`config.mk`:
```
export PLATFORM = sky130hd
export DESIGN_NAME = instruction_fetch
export DESIGN_NICKNAME = d
export VERILOG_FILES = /design/src/rtl/instruction_fetch.sv
export SDC_FILE = /design/constraint.sdc
export NUM_CORES = 2
export LEC_CHECK = 0
export CAP_MARGIN = 20
export CORE_MARGIN = 2
export CORE_UTILIZATION = 30
export CTS_BUF_LIST = sky130_fd_sc_hd__clkbuf_2 sky130_fd_sc_hd__clkbuf_4 sky130_fd_sc_hd__clkbuf_8
export DETAILED_ROUTE_END_ITERATION = 7
export GPL_TIMING_DRIVEN = 0
export PLACE_DENSITY = 0.52
export SETUP_SLACK_MARGIN = 0.15
export SLEW_MARGIN = 20
export SYNTH_ARGS = -nofsm -noshare
export SYNTH_HDL_FRONTEND = slang
export SYNTH_SLANG_ARGS = --single-unit
```
`constraint.sdc`:
```
create_clock -name clk -period 4.9 [get_ports clk]
set_input_delay 0.49 -clock clk [delete_from_list [all_inputs] [get_ports clk]]
set_output_delay 0.49 -clock clk [all_outputs]
set_load 0.03 [all_outputs]
```
`src/rtl/instruction_fetch.sv`:
```
// rtl/instruction_fetch.sv - fetch stage: instruction memory, 64-bit PC, valid/ready output register
module instruction_fetch #(
   parameter int          DEPTH    = 64,
   parameter logic [63:0] RESET_PC = 64'h0
) (
   input  logic                     clk,
   input  logic                     reset,
   input  logic                     load_en,
   input  logic [$clog2(DEPTH)-1:0] load_addr,
   input  logic [31:0]              load_data,
   input  logic                     start,
   input  logic                     redirect,
   input  logic [63:0]              redirect_pc,
   input  logic                     ready,
   output logic                     valid,
   output logic [31:0]              instruction,
   output logic [63:0]              instr_pc,
   output logic                     error
);

   localparam int          AW    = $clog2(DEPTH);
   localparam logic [63:0] LIMIT = 64'(DEPTH) << 2;

   typedef enum logic [1:0] {IDLE, RUN, HALT} state_t;

   logic [31:0] mem [DEPTH];
   state_t      state, state_n;
   logic [63:0] pc, pc_n, instr_pc_n;
   logic [31:0] instruction_n, rd_word;
   logic        valid_n, error_n;

   // Memory is deliberately left out of reset so programs survive a reset pulse.
   always_ff @(posedge clk) begin
      if (load_en) mem[load_addr] <= load_data;
   end

   assign rd_word = mem[pc[AW+1:2]];

   always_comb begin
      state_n       = state;
      pc_n          = pc;
      valid_n       = valid;
      instruction_n = instruction;
      instr_pc_n    = instr_pc;
      error_n       = error;
      if (redirect && state != IDLE) begin
         pc_n    = redirect_pc;
         valid_n = 1'b0;
         if (redirect_pc[1:0] != 2'b00 || redirect_pc >= LIMIT) begin
            state_n = HALT;
            error_n = 1'b1;
         end else begin
            state_n = RUN;
            error_n = 1'b0;
         end
      end else begin
         case (state)
            IDLE: if (start) state_n = RUN;
            RUN: begin
               // A slot opens when the register is empty or its content is being taken.
               if (!valid || ready) begin
                  if (pc >= LIMIT) begin
                     state_n = HALT;
                     error_n = 1'b1;
                     valid_n = 1'b0;
                  end else begin
                     instruction_n = rd_word;
                     instr_pc_n    = pc;
                     valid_n       = 1'b1;
                     pc_n          = pc + 64'd4;
                  end
               end
            end
            HALT:    valid_n = 1'b0;
            default: state_n = IDLE;
         endcase
      end
   end

   always_ff @(posedge clk or negedge reset) begin
      if (!reset) begin
         state       <= IDLE;
         pc          <= RESET_PC;
         valid       <= 1'b0;
         instruction <= 32'h0;
         instr_pc    <= 64'h0;
         error       <= 1'b0;
      end else begin
         state       <= state_n;
         pc          <= pc_n;
         valid       <= valid_n;
         instruction <= instruction_n;
         instr_pc    <= instr_pc_n;
         error       <= error_n;
      end
   end

endmodule

```
==> impl_metrics.env <==
export IMPL_synth_edff_count=2048
export IMPL_ys_types=59
export IMPL_cts_root_buf="clkbuf_8"
export IMPL_vias_per_cell=5.08
export IMPL_core_sq_um=282000
export IMPL_drt_iter0_drc=5287
export IMPL_placed_cell_area_sq_um=94700
export IMPL_min_path_type="input pin to flip-flop"
export IMPL_pre_cts_ws_ns=0.897
export IMPL_yosys_warnings=0
export IMPL_slew_headroom_pct=18.4
export IMPL_stdcell_count=8955
export IMPL_grtUsageMet1_pct=24.1
export IMPL_grt_overflow=0
export IMPL_nNetsFinal=5014
export IMPL_hold_viol=0
export IMPL_clk_latency_ns=1.00
export IMPL_synth_cells=4173
export IMPL_grt_pass1_vias=45700
export IMPL_powerDensity_nw_per_um2=502
export IMPL_dr_pass1_iters=5
export IMPL_synth_ff_type="edfxtp_1"
export IMPL_drv_slew=0
export IMPL_hpwl_mm=177
export IMPL_die_area_sq_um=286000
export IMPL_post_route_period_util_pct=83.5
export IMPL_post_place_cells=8249
export IMPL_fin_area_sq_um=102000
export IMPL_antenna_found_initial=26
export IMPL_syn_nets=4283
export IMPL_max_freq_ghz=0.244
export IMPL_clock_sinks=2212
export IMPL_row_count=195
export IMPL_top_usage_layer="met2"
export IMPL_rsz0062_at_grt="false"
export IMPL_synthArstFlopShare_pct=7.41
export IMPL_drtAntennaViolNets=0
export IMPL_grt_start_max_net_pins=86
export IMPL_power_mw=51.3
export IMPL_final_common_cell="edfxtp_1"
export IMPL_final_setup_viol_count=0
export IMPL_fin_crit_ns=4.09
export IMPL_grtUsageTotal_pct=17.8
export IMPL_clk_path_buf_depth=4
export IMPL_fin_ws_ns=0.809
export IMPL_required_ns=5.73
export IMPL_io_buffers=200
export IMPL_num_vias=45500
export IMPL_mostFrequentLayoutCells="2,048 x edfxtp_1, 391 x mux4_2, 383 x clkbuf_8"
export IMPL_drive_gt1_share_pct=27.4
export IMPL_cts_tree="built"
export IMPL_postCtsResizedCells=0
export IMPL_synth_area_per_cell_sq_um=20.3
export IMPL_cp_max_fo=10
export IMPL_yosysSeqAreaShare_pct=77.5
export IMPL_timing_worst_setup_path_type="flip-flop to flip-flop"
export IMPL_h_tree_depth=5
export IMPL_ys_ff_latch=2212
export IMPL_cp_end_kind="flip-flop"
export IMPL_use_met3_pct=3.20
export IMPL_worst_pin_slew_ns=1.22
export IMPL_wire_per_inst_um=29.1
export IMPL_clock_skew_ns=0.116
export IMPL_cts_clk_slew_worst_paths_ns=0.06
export IMPL_setup_worst_path_start_class="flip-flop"
export IMPL_leakage_nw=33.3
export IMPL_initial_core_util_pct=30.1
export IMPL_die_w_um=535
export IMPL_synth_area_sq_um=84700
export IMPL_met2_usage_pct=28.9
export IMPL_cp_arrival_ns=4.92
export IMPL_boundaryPins=206
export IMPL_grt_pass1_wl_mm=360
export IMPL_fp_dieH_um=535
export IMPL_drcViolationCount=0
export IMPL_routabilityCongestion=0.859
export IMPL_vdd_drop_max_uv=287
export IMPL_drv_cap=0
export IMPL_wirelength_mm=261
export IMPL_areaGrowthSynthToFinish_pct=20.7
export IMPL_cts_made_buffers=365
export IMPL_status="complete, no violations"
export IMPL_fillers=26100
[power by group]
| part | internal (mW) | switching (mW) | total, mW | leakage, nW |
|---|---|---|---|---|
| logic | 5.20 | 8.94 | 14.1 | 8.87 |
| registers | 21.0 | 0.156 | 21.1 | 20.6 |
| clock network | 8.59 | 7.47 | 16.1 | 3.81 |
| total | 34.8 | 16.6 | 51.3 | 33.3 |
[final cells by class]
| type | count | area [sq um] | share of cell area (%) |
|---|---|---|---|
| Sequential cell | 2212 | 65600 | 64.2 |
| Multi-Input combinational cell | 1719 | 18200 | 17.8 |
| Clock buffer | 530 | 6370 | 6.24 |
| Timing Repair Buffer | 364 | 5200 | 5.09 |
| Tap cell | 3743 | 4680 | 4.58 |
| Buffer | 237 | 1340 | 1.31 |
| Clock inverter | 129 | 776 | 0.759 |
| Antenna cell | 16 | 40.0 | 0.0392 |
| Inverter | 5 | 18.8 | 0.0184 |
[path summary, 6_finish.rpt]
check	from	end	slack [ns]	depth (start not counted)
hold reg to reg	pc[11]	pc[11]	0.48	2
max in group asynchronous	reset	pc[38]	3.52	5
setup / recovery	pc[5]	instruction[18]	0.81	9
hold / removal	redirect_pc[24]	pc[24]	0.08	3
setup reg to reg	pc[5]	instruction[18]	0.81	9
min in group asynchronous	reset	instr_pc[50]	0.58	4
[cells in the mapped netlist (all sizes together), types with 10 or more instances]
library cell     n  area share (%)
edfxtp        2048              73
mux4           395              11
nand2          317             1.4
mux2i          273             3.2
dfrtp          164             4.8
buf            162             1.3
nor2           113            0.51
a22oi           89            0.79
clkbuf          75            0.33
and2            61            0.45
a31oi           59            0.44
a21oi           54            0.32
a211oi          46            0.41
nand3           39            0.24
a22o            36            0.37
o22ai           33            0.24
nor4            30            0.24
o221ai          29            0.30
o21ai           19            0.11
a211o           17            0.18
mux2            17            0.23
o221a           17            0.23
nor2b           12           0.089
o31ai           11            0.14
nand4           10           0.074
[cell families (layout without fill, tap and decap cells)]
| family | Yosys count | in the layout | synth area share (%) |
|---|---|---|---|
| AOI/OAI and AO/OA | 426 | 426 | 3.70 |
| adders and majority gates | 2 | 2 | 0.0296 |
| buffers and inverters | 242 | 1265 | 1.60 |
| DFF | 2212 | 2212 | 77.5 |
| muxes | 685 | 685 | 14.0 |
| other | 0 | 16 | 0 |
| and+or+nand+nor | 606 | 606 | 3.20 |
[metal layers]
| layer | vias up | routed length, um |
|---|---|---|
| li1 | 18700 | - |
| met1 | 24500 | 109000 |
| met2 | 1886 | 125000 |
| met3 | 400 | 18600 |
| met4 | 6 | 8620 |
| met5 | - | 40 |
[critical path, cell delays in order (launching register included)]
cell      delay (ns)
dfrtp_1         0.35
buf_2           0.14
buf_2           0.37
nor2b_1         0.77
buf_2           0.53
clkbuf_1        0.60
a22oi_1         0.17
a22oi_1         0.40
nor2_1          0.25
o31ai_1         0.30
[registers in the layout (all words and copies together), names as in the netlist]
name	cells
state	2
instruction	32
instr_pc	64
valid	1
error	1
pc	64
mem	2048
[what timing repair did]
item,4_1_cts,5_1_grt
setup endpoints to repair,0,0
hold buffers,31,0
setup buffers,0,0
hold endpoints to repair,451,0
[metrics by stage]
| stage | hold slack [ns] | util [%] | TNS [ns] |
|---|---|---|---|
| after floorplan | 0.194 | - | 0 |
| after global placement | 0.461 | 32.4 | -1433.76 |
| after detailed placement | 0.349 | 33.6 | 0 |
| after CTS | 0.00186 | 36.3 | 0 |
| after global routing | 0.0585 | 36.3 | 0 |
| final | 0.0795 | 36.3 | 0 |
No activity file was read; power rests on OpenSTA's default activity.
